--- config.mk ---
export PLATFORM = sky130hd
export DESIGN_NAME = spi_reg_ctrl
export DESIGN_NICKNAME = d
export VERILOG_FILES = /design/src/rtl/spi_pkg.sv /design/src/rtl/spi_rd_timeout.sv /design/src/rtl/spi_reg_ctrl.sv
export SDC_FILE = /design/constraint.sdc
export NUM_CORES = 1
export LEC_CHECK = 0
export BUFFER_PORTS_ARGS = -buffer_cell sky130_fd_sc_hd__buf_2
export CORE_ASPECT_RATIO = 0.75
export CORE_MARGIN = 10
export CORE_UTILIZATION = 50
export DETAILED_ROUTE_END_ITERATION = 10
export GPL_ROUTABILITY_DRIVEN = 0
export PLACE_DENSITY = 0.78
export SLEW_MARGIN = 20
export SYNTH_ARGS = -nofsm -noshare
export SYNTH_HDL_FRONTEND = slang
export SYNTH_SLANG_ARGS = --single-unit
export TNS_END_PERCENT = 20
--- constraint.sdc ---
create_clock -name i_clk -period 3.1 [get_ports i_clk]
set_input_delay 0.31 -clock i_clk [delete_from_list [all_inputs] [get_ports i_clk]]
set_output_delay 0.31 -clock i_clk [all_outputs]
set_load 0.02 [all_outputs]
--- src/rtl/spi_pkg.sv ---
// Shared types and constants for the SPI register controller.
//   t_spi_ctrl_state : controller frame state
//   K_CMD_*_BIT      : command field positions, counted down from the word MSB
//   K_*_WORD_DEF     : default transmit words for frame sync and read timeout
package spi_pkg;

    typedef enum logic [2:0] {
        ST_IDLE    = 3'd0,
        ST_CMD     = 3'd1,
        ST_WR_DATA = 3'd2,
        ST_RD_REQ  = 3'd3,
        ST_RD_WAIT = 3'd4,
        ST_RD_DATA = 3'd5
    } t_spi_ctrl_state;

    // Offsets below the MSB so the fields stay put for any data width.
    localparam int unsigned K_CMD_RW_BIT   = 0;
    localparam int unsigned K_CMD_AINC_BIT = 1;

    localparam logic [15:0] K_SYNC_WORD_DEF = 16'h5A5A;
    localparam logic [15:0] K_ERR_WORD_DEF  = 16'hDEAD;

endpackage

--- src/rtl/spi_rd_timeout.sv ---
// Loadable down-counter bounding how long a register read may take.
//   i_clk, i_rst  : clock, synchronous active-high reset (clears count)
//   i_load        : load K_LOAD_VAL
//   i_en          : count down by one, saturating at zero
//   o_expired_c   : count is zero (combinational from the count register)
module spi_rd_timeout #(
    parameter int unsigned K_LOAD_VAL = 15
) (
    input  logic i_clk,
    input  logic i_rst,
    input  logic i_load,
    input  logic i_en,
    output logic o_expired_c
);

    localparam int unsigned K_CW = (K_LOAD_VAL < 1) ? 1 : $clog2(K_LOAD_VAL + 1);

    logic [K_CW-1:0] count_q;

    // Count register: load has priority over decrement.
    always_ff @(posedge i_clk) begin
        if (i_rst) begin
            count_q <= '0;
        end else if (i_load) begin
            count_q <= K_CW'(K_LOAD_VAL);
        end else if (i_en && (count_q != '0)) begin
            count_q <= count_q - K_CW'(1);
        end
    end

    assign o_expired_c = (count_q == '0);

endmodule

--- src/rtl/spi_reg_ctrl.sv ---
// Frame-level controller between spi_slave's word interface and a register bus.
// The first word of a chip-select frame is a command (rw, auto-increment,
// address); later words are write data or dummies that clock out read data
// fetched one word ahead. K_AWIDTH must not exceed K_DWIDTH-2.
//   i_clk, i_rst              : clock, synchronous active-high reset
//   i_selected, i_rx_data,
//   i_rx_event, i_txe         : spi_slave status and receive side
//   o_tx_data, o_tx_valid     : spi_slave transmit load (single-cycle pulse)
//   o_reg_addr, o_reg_wdata,
//   o_reg_we, o_reg_re        : register bus request
//   i_reg_rdata, i_reg_rvalid : register bus read completion
//   o_err                     : read timeout or frame cut during a read
//   o_busy                    : controller not idle
module spi_reg_ctrl
    import spi_pkg::*;
#(
    parameter int unsigned         K_DWIDTH     = 16,
    parameter int unsigned         K_AWIDTH     = 8,
    parameter int unsigned         K_RD_TIMEOUT = 15,
    parameter logic [K_DWIDTH-1:0] K_SYNC_WORD  = K_DWIDTH'(K_SYNC_WORD_DEF),
    parameter logic [K_DWIDTH-1:0] K_ERR_WORD   = K_DWIDTH'(K_ERR_WORD_DEF)
) (
    input  logic                i_clk,
    input  logic                i_rst,
    input  logic                i_selected,
    input  logic [K_DWIDTH-1:0] i_rx_data,
    input  logic                i_rx_event,
    input  logic                i_txe,
    output logic [K_DWIDTH-1:0] o_tx_data,
    output logic                o_tx_valid,
    output logic [K_AWIDTH-1:0] o_reg_addr,
    output logic [K_DWIDTH-1:0] o_reg_wdata,
    output logic                o_reg_we,
    output logic                o_reg_re,
    input  logic [K_DWIDTH-1:0] i_reg_rdata,
    input  logic                i_reg_rvalid,
    output logic                o_err,
    output logic                o_busy
);

    localparam int unsigned K_RW_POS   = K_DWIDTH - 1 - K_CMD_RW_BIT;
    localparam int unsigned K_AINC_POS = K_DWIDTH - 1 - K_CMD_AINC_BIT;

    t_spi_ctrl_state       state_q, state_d;
    logic                  sel_q;
    logic [K_AWIDTH-1:0]   addr_q, addr_d;
    logic                  ainc_q, ainc_d;

    logic [K_DWIDTH-1:0]   tx_data_d;
    logic                  tx_valid_d;
    logic [K_AWIDTH-1:0]   reg_addr_d;
    logic [K_DWIDTH-1:0]   reg_wdata_d;
    logic                  reg_we_d;
    logic                  reg_re_d;
    logic                  err_d;

    logic                  tmr_load_c;
    logic                  tmr_en_c;
    logic                  tmr_expired_c;

    // Transmit-buffer status is not needed for sequencing.
    logic                  unused_txe;
    assign unused_txe = i_txe;

    spi_rd_timeout #(
        .K_LOAD_VAL (K_RD_TIMEOUT)
    ) u_rd_timeout (
        .i_clk       (i_clk),
        .i_rst       (i_rst),
        .i_load      (tmr_load_c),
        .i_en        (tmr_en_c),
        .o_expired_c (tmr_expired_c)
    );

    // State, context and registered outputs.
    always_ff @(posedge i_clk) begin
        if (i_rst) begin
            state_q     <= ST_IDLE;
            sel_q       <= 1'b0;
            addr_q      <= '0;
            ainc_q      <= 1'b0;
            o_tx_data   <= '0;
            o_tx_valid  <= 1'b0;
            o_reg_addr  <= '0;
            o_reg_wdata <= '0;
            o_reg_we    <= 1'b0;
            o_reg_re    <= 1'b0;
            o_err       <= 1'b0;
            o_busy      <= 1'b0;
        end else begin
            state_q     <= state_d;
            sel_q       <= i_selected;
            addr_q      <= addr_d;
            ainc_q      <= ainc_d;
            o_tx_data   <= tx_data_d;
            o_tx_valid  <= tx_valid_d;
            o_reg_addr  <= reg_addr_d;
            o_reg_wdata <= reg_wdata_d;
            o_reg_we    <= reg_we_d;
            o_reg_re    <= reg_re_d;
            o_err       <= err_d;
            o_busy      <= (state_d != ST_IDLE);
        end
    end

    // Next state and next registered outputs.
    always_comb begin
        state_d     = state_q;
        addr_d      = addr_q;
        ainc_d      = ainc_q;
        tx_data_d   = o_tx_data;
        tx_valid_d  = 1'b0;
        reg_addr_d  = o_reg_addr;
        reg_wdata_d = o_reg_wdata;
        reg_we_d    = 1'b0;
        reg_re_d    = 1'b0;
        err_d       = 1'b0;
        tmr_load_c  = 1'b0;
        tmr_en_c    = 1'b0;

        unique case (state_q)
            ST_IDLE: begin
                // Preload the sync word so it shifts out under the command.
                if (i_selected && !sel_q) begin
                    state_d    = ST_CMD;
                    tx_valid_d = 1'b1;
                    tx_data_d  = K_SYNC_WORD;
                end
            end

            ST_CMD: begin
                if (!i_selected) begin
                    state_d = ST_IDLE;
                end else if (i_rx_event) begin
                    addr_d  = i_rx_data[K_AWIDTH-1:0];
                    ainc_d  = i_rx_data[K_AINC_POS];
                    state_d = i_rx_data[K_RW_POS] ? ST_RD_REQ : ST_WR_DATA;
                end
            end

            ST_WR_DATA: begin
                // A word completing in the deselect cycle is still written.
                if (i_rx_event) begin
                    reg_we_d    = 1'b1;
                    reg_wdata_d = i_rx_data;
                    reg_addr_d  = addr_q;
                    if (ainc_q) begin
                        addr_d = addr_q + K_AWIDTH'(1);
                    end
                end
                if (!i_selected) begin
                    state_d = ST_IDLE;
                end
            end

            ST_RD_REQ: begin
                if (!i_selected) begin
                    state_d = ST_IDLE;
                    err_d   = 1'b1;
                end else begin
                    reg_re_d   = 1'b1;
                    reg_addr_d = addr_q;
                    tmr_load_c = 1'b1;
                    state_d    = ST_RD_WAIT;
                end
            end

            ST_RD_WAIT: begin
                if (!i_selected) begin
                    state_d = ST_IDLE;
                    err_d   = 1'b1;
                end else if (i_reg_rvalid) begin
                    tx_valid_d = 1'b1;
                    tx_data_d  = i_reg_rdata;
                    state_d    = ST_RD_DATA;
                end else if (tmr_expired_c) begin
                    tx_valid_d = 1'b1;
                    tx_data_d  = K_ERR_WORD;
                    err_d      = 1'b1;
                    state_d    = ST_RD_DATA;
                end else begin
                    tmr_en_c = 1'b1;
                end
            end

            ST_RD_DATA: begin
                // Fetched word has been clocked out; fetch the next one.
                if (!i_selected) begin
                    state_d = ST_IDLE;
                end else if (i_rx_event) begin
                    if (ainc_q) begin
                        addr_d = addr_q + K_AWIDTH'(1);
                    end
                    state_d = ST_RD_REQ;
                end
            end

            default: begin
                state_d = ST_IDLE;
            end
        endcase
    end

endmodule

==> flow_metrics.env <==
export IMPL_portBuffers=81
export IMPL_cp_max_fo=20
export IMPL_nets=434
export IMPL_postRouteAntennaNets=0
export IMPL_status="finished, final reports clean"
export IMPL_layout_drive_gt1_share=0.2782
export IMPL_irDropWorstVdd_mv=0.3048
export IMPL_die_area_um2=8821
export IMPL_grt_max_degree=33
export IMPL_cts_tree="built"
export IMPL_fmax_mhz=497.8
export IMPL_worst_pin_slew_ps=1016
export IMPL_numCtsBuffers=9
export IMPL_row_count=23
export IMPL_arrival_ps=2260
export IMPL_post_cts_resized=0
export IMPL_post_cts_buffers=0
export IMPL_skew_ps=11.33
export IMPL_routed_wl_mm=6.833
export IMPL_utilization=0.6276
export IMPL_core_area_um2=5295
export IMPL_grt_pass1_wl_mm=11.47
export IMPL_area_growth_pct=22.17
export IMPL_finalMaxSlewViolations=0
export IMPL_htreeDepth=3
export IMPL_fin_ws_ps=1091
export IMPL_cp_slowest_stage_delay_ps=620
export IMPL_synthTopCellsByArea="dfxtp_1 46%, nand2_1 8.3%, a21oi_1 6.6%"
export IMPL_pre_cts_ws_ps=1089
export IMPL_wl_met3_um=615
export IMPL_yosys_warnings=0
export IMPL_num_vias=2454
export IMPL_total_power_mw=1.690
export IMPL_cap_viol_max_count=0
export IMPL_antenna_found_initial=0
export IMPL_p_per_area_nw_per_um2=508.6
export IMPL_path_class="reg2reg"
export IMPL_yosysMostFrequentCell="dfxtp_1"
export IMPL_crit_path_top_delay_cell="o211a_1"
export IMPL_synth_cell_types=51
export IMPL_yosys_top_cells_count="62 x dfxtp_1, 60 x nand2_1, 36 x a21oi_1, 24 x nor2_1, 15 x nand2b_1"
export IMPL_num_antenna_cells=0
export IMPL_post_dp_hpwl_mm=4.986
export IMPL_root_buffer="clkbuf_8"
export IMPL_finalCriticalPeriod_ps=2009
export IMPL_clock_sinks=62
export IMPL_crit_chain="inv_1 -> ha_1 -> nor3b_1 -> o211a_1 -> nor2_1 -> a311oi_1"
export IMPL_slew_headroom=0.3200
export IMPL_drt_initial_drc_count=130
export IMPL_overflow=0
export IMPL_syn_area_per_cell_um2=8.500
export IMPL_hold_buffers=0
export IMPL_async_flop_share=0
export IMPL_synth_top_area_cell="dfxtp_1"
export IMPL_synthesis_nets=360
export IMPL_grt_setup_unrepaired="false"
export IMPL_cp_end_kind="register"
export IMPL_r2r_slack_ps=1090
export IMPL_netlist_area_um2=2720
export IMPL_critPathLaunchType="register"
export IMPL_met2WireLength_mm=3.027
export IMPL_finalCritPeriodShare=0.6481
export IMPL_wl_met1_mm=3.110
export IMPL_die_height_um=83.88
export IMPL_synth_edf_count=0
export IMPL_synth_top_area_frac=0.4563
export IMPL_tns_ps=0
export IMPL_worst_path_buf_inv=1
export IMPL_initial_core_util=0.5137
export IMPL_io_pins=83
export IMPL_ys_ff_latch=62
export IMPL_via_per_inst=5.177
export IMPL_die_w_um=105.2
export IMPL_holdCritPathClass="in2reg"
export IMPL_wl_per_cell_um=14.42
export IMPL_drcViolationCount=0
export IMPL_first_global_vias=2411
export IMPL_insertion_delay_ps=340
export IMPL_ys_seq_area_frac=0.4563
export IMPL_p_leak_nw=1.378
export IMPL_final_hold_violation_count=0
export IMPL_clk_path_buf_depth=2
export IMPL_synth_flop_cell="dfxtp_1"
export IMPL_groute_usage_overall=0.1557
export IMPL_drtPass1Iterations=5
export IMPL_setup_viol=0
export IMPL_top_layer="met4"
export IMPL_crit_required_ps=3350
export IMPL_cts_reportedPaths_clkPinSlew_ps=80
export IMPL_crit_family="compound AO/OA/AOI/OAI gates"
export IMPL_netlist_instances=320
## registers in the layout, indices dropped and copies added (netlist names)
name                  flops
ainc_q                    1
o_tx_data                16
o_reg_we                  1
sel_q                     1
state_q                   3
o_reg_re                  1
u_rd_timeout.count_q      4
o_tx_valid                1
o_reg_addr                8
o_err                     1
o_reg_wdata              16
o_busy                    1
addr_q                    8
## cells by family after synthesis
logic type / count (synthesis) / synth area share
multiplexers: 10 / 0.03726
AO/OA/AOI/OAI: 68 / 0.1592
AND/OR/NAND/NOR: 148 / 0.2746
XOR/XNOR: 3 / 0.009661
flip-flops: 62 / 0.4563
buffers and inverters: 27 / 0.05382
adder cells (fa/ha/maj): 2 / 0.009198
## placed cells by master, fill, tap and decap left out, types with 2 or more instances in the layout
cell type / instances
clkbuf_8: 10
nor3b_1: 3
clkinvlp_4: 2
dfxtp_1: 62
o32ai_1: 3
a31oi_1: 2
xor2_1: 2
nor3_1: 12
nand2b_1: 15
o21ai_0: 7
and4bb_2: 2
ha_1: 2
nand2_1: 60
nand4_1: 4
inv_6: 2
nor2_1: 24
mux2i_1: 9
nand3_1: 13
buf_4: 3
or3b_2: 2
inv_1: 6
buf_2: 81
nor2b_1: 4
a311oi_1: 4
o31a_1: 2
a21oi_1: 36
## cell type report
type / count / area (um2)
clock buffers: 10 / 137.6
multi-input cells: 231 / 1333
fillers: 499 / 1972
well taps: 75 / 93.84
flip-flops and latches: 62 / 1241
repair buffers: 84 / 427.9
inverters: 6 / 22.52
clock inverters: 6 / 67.56
## per-layer routing
metal  vias up  global-route usage
met2        82              0.2429
met4         0             0.04975
met5         -                   0
met1      1106              0.1932
met3         9             0.05864
li1       1257                   -
## worst paths after layout
path	start	to	depth (start not counted)
worst min-delay path	i_rx_data[11]	o_reg_wdata[11]$_SDFFE_PP0P_	3
worst min register to register	o_tx_data[0]$_SDFFE_PP0P_	o_tx_data[0]$_SDFFE_PP0P_	2
worst max register to register	u_rd_timeout.count_q[0]$_SDFFE_PP0P_	o_tx_data[4]$_SDFFE_PP0P_	6
worst max-delay path	u_rd_timeout.count_q[0]$_SDFFE_PP0P_	o_tx_data[4]$_SDFFE_PP0P_	6
## stage by stage
step	std cells	area (um2)	hold slack [ps]
floorplan	320	2720	440.7
global placement	457	3110	436.1
detailed placement	457	3110	443.0
CTS	473	3316	188.7
global route	474	3323	186.8
finish	474	3323	199.7
## report_power, final
part	internal, mW	switching (mW)
Clock	0.397	0.328
Sequential	0.814	0.0140
Combinational	0.0531	0.0839
Total	1.26	0.426
## tightest hold or removal path, cell delays in order
cell     delay, ps
buf_2           90
nand2_1         50
a21oi_1         50
No activity file was read; power rests on OpenSTA's default activity.
